### config.mk
export PLATFORM = sky130hd
export DESIGN_NAME = mcs4_bus_master_flat
export DESIGN_NICKNAME = d
export VERILOG_FILES = /design/src/rtl/mcs4_bus_master_if.sv /design/src/rtl/mcs4_bus_master.sv /design/src/flat_wrapper.sv
export SDC_FILE = /design/constraint.sdc
export NUM_CORES = 1
export LEC_CHECK = 0
export ABC_AREA = 1
export CAP_MARGIN = 20
export CORE_MARGIN = 1.5
export CORE_UTILIZATION = 45
export DETAILED_ROUTE_END_ITERATION = 10
export GPL_ROUTABILITY_DRIVEN = 1
export PLACE_DENSITY_LB_ADDON = 0.1
export SLEW_MARGIN = 15
export SYNTH_ARGS = -nofsm -noshare
export SYNTH_HDL_FRONTEND = slang
export SYNTH_SLANG_ARGS = --single-unit
### constraint.sdc
create_clock -name sysclk -period 5.5 [get_ports sysclk]
set_input_delay 0.825 -clock sysclk [delete_from_list [all_inputs] [get_ports sysclk]]
set_output_delay 0.825 -clock sysclk [all_outputs]
set_load 0.01 [all_outputs]
### src/rtl/mcs4_bus_master_if.sv
// Host command/response and MCS-4 bus signals of the mcs4 bus initiator.
// cmd_valid/cmd_ready: the host raises cmd_valid with stable fields and keeps them until it sees cmd_ready;
// the command is taken on the edge that opens A1, cmd_ready marks that first tick, and fields may change after it.
interface mcs4_bus_master_if;
   logic        cmd_valid;
   logic        cmd_ready;
   logic [1:0]  cmd_op;
   logic [11:0] cmd_addr;
   logic [1:0]  cmd_bank;
   logic [3:0]  cmd_wdata;
   logic        rsp_valid;
   logic [7:0]  rsp_data;
   logic        sync_out;
   logic        cmrom_out;
   logic [3:0]  cmram_out;
   logic [3:0]  data_out;
   logic        data_oe;
   logic [3:0]  data_in;
   logic [2:0]  dbg_phase;
   logic        dbg_active;

   modport master (
      input  cmd_valid, cmd_op, cmd_addr, cmd_bank, cmd_wdata, data_in,
      output cmd_ready, rsp_valid, rsp_data, sync_out, cmrom_out, cmram_out,
             data_out, data_oe, dbg_phase, dbg_active
   );

   modport slave (
      output cmd_valid, cmd_op, cmd_addr, cmd_bank, cmd_wdata, data_in,
      input  cmd_ready, rsp_valid, rsp_data, sync_out, cmrom_out, cmram_out,
             data_out, data_oe, dbg_phase, dbg_active
   );
endinterface

### src/rtl/mcs4_bus_master.sv
// MCS-4 bus initiator: free-running 8-phase instruction cycle carrying host FETCH/SRC/WRM/RDM commands.
// All bus outputs are registered from the next-tick state, so each drive is stable for its whole phase.
module mcs4_bus_master #(
   parameter int PHASE_TICKS = 27
) (
   input logic sysclk,
   input logic poc,
   mcs4_bus_master_if.master bus
);
   localparam int TW = (PHASE_TICKS > 2) ? $clog2(PHASE_TICKS) : 1;
   localparam logic [TW-1:0] LAST_TICK = TW'(PHASE_TICKS - 1);
   localparam logic [1:0] OP_FETCH = 2'd0;
   localparam logic [1:0] OP_SRC   = 2'd1;
   localparam logic [1:0] OP_WRM   = 2'd2;
   localparam logic [1:0] OP_RDM   = 2'd3;

   typedef enum logic [2:0] {A1, A2, A3, M1, M2, X1, X2, X3} phase_t;

   phase_t      phase, n_phase;
   logic [TW-1:0] tick, n_tick;
   logic        active, n_active;
   logic [1:0]  op, n_op;
   logic [11:0] addr, n_addr;
   logic [1:0]  bank, n_bank;
   logic [3:0]  wdata, n_wdata;
   logic [7:0]  rd_buf;
   logic        wrap, start;
   logic        d_oe, d_cmrom, d_sync;
   logic [3:0]  d_out, d_cmram, bank_sel;

   assign bus.dbg_phase  = phase;
   assign bus.dbg_active = active;

   always_comb begin
      wrap     = (tick == LAST_TICK);
      start    = wrap && (phase == X3);
      n_tick   = wrap ? '0 : tick + 1'b1;
      n_phase  = wrap ? phase_t'(phase + 3'd1) : phase;
      n_active = start ? bus.cmd_valid : active;
      n_op     = start ? bus.cmd_op    : op;
      n_addr   = start ? bus.cmd_addr  : addr;
      n_bank   = start ? bus.cmd_bank  : bank;
      n_wdata  = start ? bus.cmd_wdata : wdata;
      bank_sel = 4'b0001 << n_bank;
      d_oe     = 1'b0;
      d_out    = 4'h0;
      d_cmrom  = 1'b0;
      d_cmram  = 4'h0;
      d_sync   = (n_phase == X3);
      // Drives are decoded for the tick about to start, then registered.
      if (n_active) begin
         case (n_phase)
            A1: begin d_oe = 1'b1; d_out = (n_op == OP_FETCH) ? n_addr[3:0]  : 4'h0; end
            A2: begin d_oe = 1'b1; d_out = (n_op == OP_FETCH) ? n_addr[7:4]  : 4'h0; end
            A3: begin
               d_oe    = 1'b1;
               d_out   = (n_op == OP_FETCH) ? n_addr[11:8] : 4'h0;
               d_cmrom = (n_op == OP_FETCH);
            end
            M1: if (n_op != OP_FETCH) begin
               d_oe  = 1'b1;
               d_out = (n_op == OP_SRC) ? 4'h2 : 4'hE;
            end
            M2: case (n_op)
               OP_SRC: begin d_oe = 1'b1; d_out = 4'h1; end
               OP_WRM: begin d_oe = 1'b1; d_out = 4'h0; d_cmram = bank_sel; end
               OP_RDM: begin d_oe = 1'b1; d_out = 4'h9; d_cmram = bank_sel; end
               default: ;
            endcase
            X2: case (n_op)
               OP_SRC: begin d_oe = 1'b1; d_out = n_addr[7:4]; d_cmram = bank_sel; end
               OP_WRM: begin d_oe = 1'b1; d_out = n_wdata; end
               default: ;
            endcase
            X3: if (n_op == OP_SRC) begin d_oe = 1'b1; d_out = n_addr[3:0]; end
            default: ;
         endcase
      end
   end

   always_ff @(posedge sysclk) begin
      if (poc) begin
         phase         <= A1;
         tick          <= '0;
         active        <= 1'b0;
         op            <= OP_FETCH;
         addr          <= 12'h000;
         bank          <= 2'd0;
         wdata         <= 4'h0;
         rd_buf        <= 8'h00;
         bus.cmd_ready <= 1'b0;
         bus.rsp_valid <= 1'b0;
         bus.rsp_data  <= 8'h00;
         bus.sync_out  <= 1'b0;
         bus.cmrom_out <= 1'b0;
         bus.cmram_out <= 4'h0;
         bus.data_out  <= 4'h0;
         bus.data_oe   <= 1'b0;
      end else begin
         phase         <= n_phase;
         tick          <= n_tick;
         active        <= n_active;
         op            <= n_op;
         addr          <= n_addr;
         bank          <= n_bank;
         wdata         <= n_wdata;
         bus.cmd_ready <= start && bus.cmd_valid;
         bus.sync_out  <= d_sync;
         bus.cmrom_out <= d_cmrom;
         bus.cmram_out <= d_cmram;
         bus.data_out  <= d_out;
         bus.data_oe   <= d_oe;
         // Responder nibbles are taken on the last tick of their phase.
         if (active && wrap) begin
            case (phase)
               M1: if (op == OP_FETCH) rd_buf[7:4] <= bus.data_in;
               M2: if (op == OP_FETCH) rd_buf[3:0] <= bus.data_in;
               X2: if (op == OP_RDM)   rd_buf      <= {4'h0, bus.data_in};
               default: ;
            endcase
         end
         bus.rsp_valid <= start && active && ((op == OP_FETCH) || (op == OP_RDM));
         if (start && active && ((op == OP_FETCH) || (op == OP_RDM))) bus.rsp_data <= rd_buf;
      end
   end
endmodule

### src/flat_wrapper.sv
// flat-port wrapper written by rule: the top's interface ports become plain ports
module mcs4_bus_master_flat 
#(
   parameter int PHASE_TICKS = 27
)
  (sysclk, poc, bus_cmd_valid, bus_cmd_op, bus_cmd_addr, bus_cmd_bank, bus_cmd_wdata, bus_data_in, bus_cmd_ready, bus_rsp_valid, bus_rsp_data, bus_sync_out, bus_cmrom_out, bus_cmram_out, bus_data_out, bus_data_oe, bus_dbg_phase, bus_dbg_active);
  mcs4_bus_master_if bus_i ();
  input logic sysclk;
  input logic poc;
  input wire logic [$bits(bus_i.cmd_valid)-1:0] bus_cmd_valid;
  input wire logic [$bits(bus_i.cmd_op)-1:0] bus_cmd_op;
  input wire logic [$bits(bus_i.cmd_addr)-1:0] bus_cmd_addr;
  input wire logic [$bits(bus_i.cmd_bank)-1:0] bus_cmd_bank;
  input wire logic [$bits(bus_i.cmd_wdata)-1:0] bus_cmd_wdata;
  input wire logic [$bits(bus_i.data_in)-1:0] bus_data_in;
  output wire logic [$bits(bus_i.cmd_ready)-1:0] bus_cmd_ready;
  output wire logic [$bits(bus_i.rsp_valid)-1:0] bus_rsp_valid;
  output wire logic [$bits(bus_i.rsp_data)-1:0] bus_rsp_data;
  output wire logic [$bits(bus_i.sync_out)-1:0] bus_sync_out;
  output wire logic [$bits(bus_i.cmrom_out)-1:0] bus_cmrom_out;
  output wire logic [$bits(bus_i.cmram_out)-1:0] bus_cmram_out;
  output wire logic [$bits(bus_i.data_out)-1:0] bus_data_out;
  output wire logic [$bits(bus_i.data_oe)-1:0] bus_data_oe;
  output wire logic [$bits(bus_i.dbg_phase)-1:0] bus_dbg_phase;
  output wire logic [$bits(bus_i.dbg_active)-1:0] bus_dbg_active;
  assign bus_i.cmd_valid = bus_cmd_valid;
  assign bus_i.cmd_op = bus_cmd_op;
  assign bus_i.cmd_addr = bus_cmd_addr;
  assign bus_i.cmd_bank = bus_cmd_bank;
  assign bus_i.cmd_wdata = bus_cmd_wdata;
  assign bus_i.data_in = bus_data_in;
  assign bus_cmd_ready = bus_i.cmd_ready;
  assign bus_rsp_valid = bus_i.rsp_valid;
  assign bus_rsp_data = bus_i.rsp_data;
  assign bus_sync_out = bus_i.sync_out;
  assign bus_cmrom_out = bus_i.cmrom_out;
  assign bus_cmram_out = bus_i.cmram_out;
  assign bus_data_out = bus_i.data_out;
  assign bus_data_oe = bus_i.data_oe;
  assign bus_dbg_phase = bus_i.dbg_phase;
  assign bus_dbg_active = bus_i.dbg_active;
  mcs4_bus_master #(.PHASE_TICKS(PHASE_TICKS)) u_core (.sysclk(sysclk), .poc(poc), .bus(bus_i));
endmodule
==> qor.csv, run 1 <==
metric,value,unit
Via density,4.80,
met3 WL,304,um
Die Span Y,83.1,um
Setup Crit Path Kind,flip-flop to flip-flop,
largest net degree at the start of global routing,37,
"commonest non-fill, non-tap cell in the layout",nand2_1,
Util after Layout,0.582,
Mapped Area,2890,um2
"Max FO, Critical Path",36,
RSZ-0062 raised after global routing,false,
Final setup viols,0,
clk root buf,clkbuf_8,
Critical Path AT,3.10,ns
Buf/Inv on CP,2,
placed inst area,3450,um2
Clk pwr share,0.470,
flop2flop setup slack,2.68,ns
reg2reg end,u_core.bus.data_out[3],
combinational share of power,0.041,
FMAX,354,MHz
Slew @ Worst Pin,0.932,ns
total negative slack,0,ns
setup slack at placement,2.70,ns
number of synthesized flops with an enable pin,0,
Reg2Reg Depth,13,
crit-path cells,ha_1 -> ha_1 -> nand2_4 -> nand2_1 -> nand2_1 -> inv_1 -> ha_1 -> clkinv_1 -> nor2_1 -> nand2_1 -> nand2_1 -> nor2_1 -> a21oi_1,
WL/cell,11.9,um
dpl hpwl,4.64,mm
CP startpoint kind,flip-flop,
top layer in use,met4,
hold crit path type,flip-flop to flip-flop,
drt first pass iters,4,
"flops & latches, synth",58,
Diodes inserted,0,
vias in the first global route,2378,
Sw Pwr,0.000180,W
fin area,3650,um2
Worst path slowest cell,dfxtp_1,
DRC viols,0,
count of final hold-check violations,0,
Final min period,2.82,ns
"Largest stage delay, worst path",0.41,ns
sequential-to-total area share from yosys stat,0.402,
total CTS buffers,9,
Final period util,0.514,
Rows,29,
crit end category,flip-flop,
Yosys top cell by area,dfxtp_1,
H-tree depth,3,
CP top delay family,simple AND/OR/NAND/NOR gates,
max capacitance violation total,0,
Finished Layout Cells,545,
Worst Path Required,5.77,ns
CP endpoint,u_core.bus.data_out[3],
syn_nets,451,
slew margin rel.,0.377,
Int Pwr,0.000685,W
Synth top area share,0.402,
"Reg clk slew, reported paths",0.07,ns
Post-Syn Instances,410,
IO buf count,51,
crit-path most repeated cell,nand2_1,
worst r2r src,u_core.bus.dbg_phase[1],
Critical Path Stages,13,
Main synth FF type,dfxtp_1,
Pleak,1.63,nW
die width,83.1,um
DR WL met2,2.77,mm
I/O Pins,52,
initial core utilization,0.460,
post-cts resize count,0,
status,completed,
clock sinks,58,
CTS tree,yes,
M1 WL,3.29,mm
Worst Slack Setup Final,2.68,ns
Synth cell types,37,
maximum vdd drop,0.122,mV
initial antenna violation count,0,
GPL Wtd Cong,0.887,
Post-CTS Repair Setup Buffers,0,
first-pass GRT wire length,11.0,mm
area growth from synthesis to final layout,26.5,%
"commonest cells after routing, fill and taps aside","104 x nand2_1, 67 x nor2_1, 58 x dfxtp_1",
pwr dens,237,nW/um2
worst setup path startpoint,u_core.bus.dbg_phase[1],
clock tree buffer depth,2,
initial drt markers,117,
asr flop ratio synth,0,
leading cell types by total area after synthesis,"dfxtp_1 40%, nand2_1 14%, nor2_1 8.7%",
Yosys warnings,0,
Routed WL,6.49,mm
hold_buf cts,0,
Fin Clk Skew,0.00789,ns
"Remaining Overflow, GRT",0,
total die area,6910,um2
remaining antenna violation count after routing,0,
placed insts,530,
sw frac,0.208,
all-layer global routing usage,0.200,
"Clk Latency, worst-skew pair",0.34,ns
final net count,505,
layout cells sized above 1,0.0855,
sequential share of power,0.490,
Via Count,2616,
Slew Limit Fails,0,
average cell area after synthesis,7.04,um2
Core Footprint,6280,um2
[cell type report]
| cell class | count | area [um2] |
|---|---|---|
| Fill cell | 604 | 2630 |
| Multi-Input combinational cell | 290 | 1470 |
| Sequential cell | 58 | 1160 |
| Timing Repair Buffer | 52 | 518 |
| Inverter | 53 | 201 |
| Clock buffer | 13 | 169 |
| Tap cell | 77 | 96.3 |
| Clock inverter | 2 | 35.0 |
[worst min path at each step]
stage / startpoint / to / slack, ns / cells past startpoint
floorplan: u_core.tick[0] / u_core.tick[0] / 0.43 / 1
global placement: u_core.tick[0] / u_core.tick[0] / 0.45 / 1
detailed placement: u_core.bus.rsp_data[1] / u_core.bus.rsp_data[1] / 0.45 / 2
CTS: u_core.bus.rsp_data[7] / u_core.bus.rsp_data[7] / 0.46 / 2
global route: u_core.bus.rsp_data[4] / u_core.bus.rsp_data[4] / 0.49 / 2
finish: u_core.bus.rsp_data[1] / u_core.bus.rsp_data[1] / 0.46 / 2
[registers in the layout (all words and copies together) (netlist names)]
name,flops
u_core.bus.cmd_ready,1
u_core.bus.sync_out,1
u_core.bus.data_out,4
u_core.addr,12
u_core.bank,2
u_core.tick,5
u_core.bus.data_oe,1
u_core.bus.rsp_valid,1
u_core.bus.dbg_phase,3
u_core.bus.cmram_out,4
u_core.bus.rsp_data,8
u_core.rd_buf,8
u_core.bus.dbg_active,1
u_core.bus.cmrom_out,1
u_core.op,2
u_core.wdata,4
[stage by stage]
step | hold slack, ns | power (W)
2_1_floorplan | 0.430 | 0.000445
3_3_place_gp | 0.446 | 0.000468
3_5_place_dp | 0.454 | 0.000468
4_1_cts | 0.464 | 0.000874
5_1_grt | 0.486 | 0.000897
6_report | 0.461 | 0.000865
[cell usage after synthesis (2+ instances only)]
cell	number
nand2_4	2
o21a_1	2
nor2_2	2
inv_1	48
nand2_2	7
nor3_1	2
clkbuf_1	5
a21oi_1	20
nor2_8	2
or2_2	3
dfxtp_1	58
o211ai_1	4
o21ai_1	4
o21ai_0	5
nand3_1	35
nand2_1	104
nor2_1	67
ha_1	14
nand4_1	5
buf_6	2
inv_2	3
[cells by family after synthesis]
family          after synthesis  synth area share
simple gates                237             0.370
xor+xnor                      2           0.00607
mux                           1           0.00347
fa+ha+maj                    14            0.0607
compound gates               36            0.0689
buf+inv                      62            0.0884
flops                        58             0.402
[worst reg2reg max path, stage by stage (launching register included)]
cell      delay, ns
dfxtp_1        0.41
ha_1           0.21
ha_1           0.32
nand2_4        0.28
nand2_1        0.15
nand2_1        0.14
inv_1          0.18
ha_1           0.31
clkinv_1       0.29
nor2_1         0.16
nand2_1        0.06
nand2_1        0.07
nor2_1         0.03
a21oi_1        0.13
[routing by layer]
layer  vias to the layer above  GRT usage
met1                      1160      0.277
met2                        58      0.291
met5                         -          0
li1                       1388          -
met3                        10     0.0527
met4                         0     0.0939
[power by group through the flow]
stage,Clock (W),Sequential (W),Combinational [W]
final,0.000406,0.000424,0.0000353
after global routing,0.000435,0.000423,0.0000382
after CTS,0.000415,0.000424,0.0000356
after detailed placement,0,0.000433,0.0000353
after global placement,0,0.000433,0.0000355
after floorplan,0,0.000433,0.0000128
No activity file was read; power rests on OpenSTA's default activity.
==> run 2: changes to the inputs <==
- clock period: 5.5 -> 2.8 ns (I/O delays scaled with it)
==> run 2 against run 1 <==
Net effect:
- sequential share of layout area shrank 0.13 points
- clock skew fell by 0.00080 ns
- clock power grew 100%
- fmax rose by 12%
- power up 98%
- routed wire length decreased by 0.12%
- first-iteration DRC count up 34%
- non-clock buffer count up 2
- sequential cell count unchanged
==> qor.csv, run 2 (synthesized netlist as in run 1, its figures left out) <==
metric,value,unit,change
Post-CTS Repair Setup Buffers,0,,unchanged
post-cts resize count,0,,unchanged
count of final hold-check violations,0,,unchanged
all-layer global routing usage,0.203,,+0.00286
Worst path slowest cell,dfxtp_1,,
Final setup viols,0,,unchanged
Sw Pwr,0.000366,W,+100%
remaining antenna violation count after routing,0,,unchanged
IO buf count,51,,unchanged
GPL Wtd Cong,0.919,,+3.6%
top flop regs,"u_core.addr: 12 flops, u_core.bus.rsp_data: 8 flops, u_core.rd_buf: 8 flops",,
pwr dens,467,nW/um2,+97%
worst r2r src,u_core.bus.dbg_phase[1],,
final net count,507,,+0.40%
crit end category,flip-flop,,
Final min period,2.52,ns,-0.305 ns
flop2flop setup slack,0.28,ns,-2.40 ns
Rows,29,,unchanged
WL/cell,11.9,um,-0.49%
hold crit path type,flip-flop to flip-flop,,
total die area,6910,um2,unchanged
setup slack at placement,0.376,ns,-2.32 ns
CP startpoint kind,flip-flop,,
Worst Path Required,3.07,ns,-2.70 ns
initial core utilization,0.460,,unchanged
"Max FO, Critical Path",10,,-72%
Pleak,1.64,nW,+0.55%
clk root buf,clkbuf_8,,
Hold Path Origin,u_core.bus.rsp_data[7],,
Final period util,0.900,,+0.386
drt first pass iters,5,,+1
sw frac,0.214,,+0.00566
Buf/Inv on CP,2,,unchanged
Setup Crit Path Kind,flip-flop to flip-flop,,
total CTS buffers,9,,unchanged
Slew Limit Fails,0,,unchanged
"Largest stage delay, worst path",0.40,ns,about the same
clock tree buffer depth,2,,unchanged
crit-path most repeated cell,nand2_1,,
register area,1160,um2,unchanged
crit-path cells,ha_1 -> ha_1 -> nand2_4 -> nand2_1 -> nand2_1 -> inv_1 -> ha_1 -> clkinv_1 -> nor2_1 -> nand2_1 -> nand2_1 -> nor2_1 -> a21oi_1,,
Diodes inserted,0,,unchanged
first-pass GRT wire length,11.3,mm,+2.6%
die width,83.1,um,unchanged
Core Footprint,6280,um2,unchanged
vias in the first global route,2463,,+3.6%
Power Total,0.00171,W,+98%
Finished Layout Cells,547,,+0.37%
Util after Layout,0.584,,+0.00239
DRC viols,0,,unchanged
largest net degree at the start of global routing,34,,-8.1%
initial drt markers,157,,+34%
placed insts,532,,+0.38%
register with the most flip-flops,u_core.addr,,
worst setup path startpoint,u_core.bus.dbg_phase[1],,
Critical Path AT,2.79,ns,-0.31 ns
Multi-input gate area,1470,um2,unchanged
"Reg clk slew, reported paths",0.07,ns,about the same
FMAX,397,MHz,+12%
"commonest cells after routing, fill and taps aside","104 x nand2_1, 67 x nor2_1, 58 x dfxtp_1",,
combinational share of power,0.041,,about the same
Fin Clk Skew,0.00709,ns,-0.000799 ns
clock sinks,58,,unchanged
Via Count,2655,,+1.5%
maximum vdd drop,0.288,mV,+140%
max capacitance violation total,0,,unchanged
Via density,4.85,,+1.1%
Slew @ Worst Pin,0.619,ns,-0.313 ns
Worst Slack Setup Final,0.280,ns,-2.40 ns
Die Span Y,83.1,um,unchanged
slew margin rel.,0.586,,+0.210
Fillers,602,,-0.33%
"commonest non-fill, non-tap cell in the layout",nand2_1,,
layout cells sized above 1,0.0894,,+0.00389
I/O Pins,52,,unchanged
"Remaining Overflow, GRT",0,,unchanged
total negative slack,0,ns,unchanged
status,completed,,
CP top delay family,adder cells,,
H-tree depth,3,,unchanged
"Clk Latency, worst-skew pair",0.34,ns,about the same
area growth from synthesis to final layout,27.0,%,
Clk pwr share,0.473,,+0.003
Routed WL,6.48,mm,-0.12%
Int Pwr,0.00135,W,+97%
CTS tree,yes,,
max reg flops,12,,unchanged
initial antenna violation count,0,,unchanged
RSZ-0062 raised after global routing,false,,
sequential share of power,0.486,,-0.004
dpl hpwl,4.67,mm,+0.64%
hold_buf cts,0,,unchanged
[run 2: changes by cell type in the layout (fill, tap and decap cells not counted)]
cell   change
buf_4      +2
[run 2: path summary, 6_finish.rpt]
kind / to / cells past startpoint
max reg2reg: u_core.bus.data_out[3] / 13
min: u_core.bus.rsp_data[7] / 2
max: u_core.bus.data_out[3] / 13
min reg2reg: u_core.bus.rsp_data[7] / 2
[run 2: per-layer routing]
layer | share of wire | global-route usage | wire, um
met3 | 0.049 | 0.0437 | 317
met4 | 0.031 | 0.106 | 199
met2 | 0.41 | 0.300 | 2660
met1 | 0.51 | 0.279 | 3310
met5 | 0 | 0 | 0
[run 2: area by class of cell]
type                       count  area share
sequential                    58       0.317
timing repair buffer          54       0.145
tap                           77      0.0263
multi-input combinational    290       0.401
clock buffer                  13      0.0461
inverter                      53      0.0549
clock inverter                 2     0.00955
[run 2: stage by stage]
stage	area [um2]	hold WS [ns]
2_1_floorplan	2890	0.430
3_3_place_gp	3460	0.445
3_5_place_dp	3460	0.449
4_1_cts	3670	0.462
5_1_grt	3670	0.488
6_report	3670	0.460
[run 2: power groups by stage]
stage	logic, W	clock network, W	registers, W
2_1_floorplan	0.0000252	0	0.000850
3_3_place_gp	0.0000710	0	0.000850
3_5_place_dp	0.0000705	0	0.000851
4_1_cts	0.0000712	0.000819	0.000832
5_1_grt	0.0000781	0.000857	0.000832
6_report	0.0000704	0.000811	0.000832
[run 2: worst register-to-register path: cells and delay by family, from the launching register on]
kind | cells | cell delay [ns]
DFF | 1 | 0.40
buffers and inverters | 2 | 0.46
adders and majority gates | 3 | 0.83
AOI/OAI and AO/OA | 1 | 0.14
and+or+nand+nor | 7 | 0.63
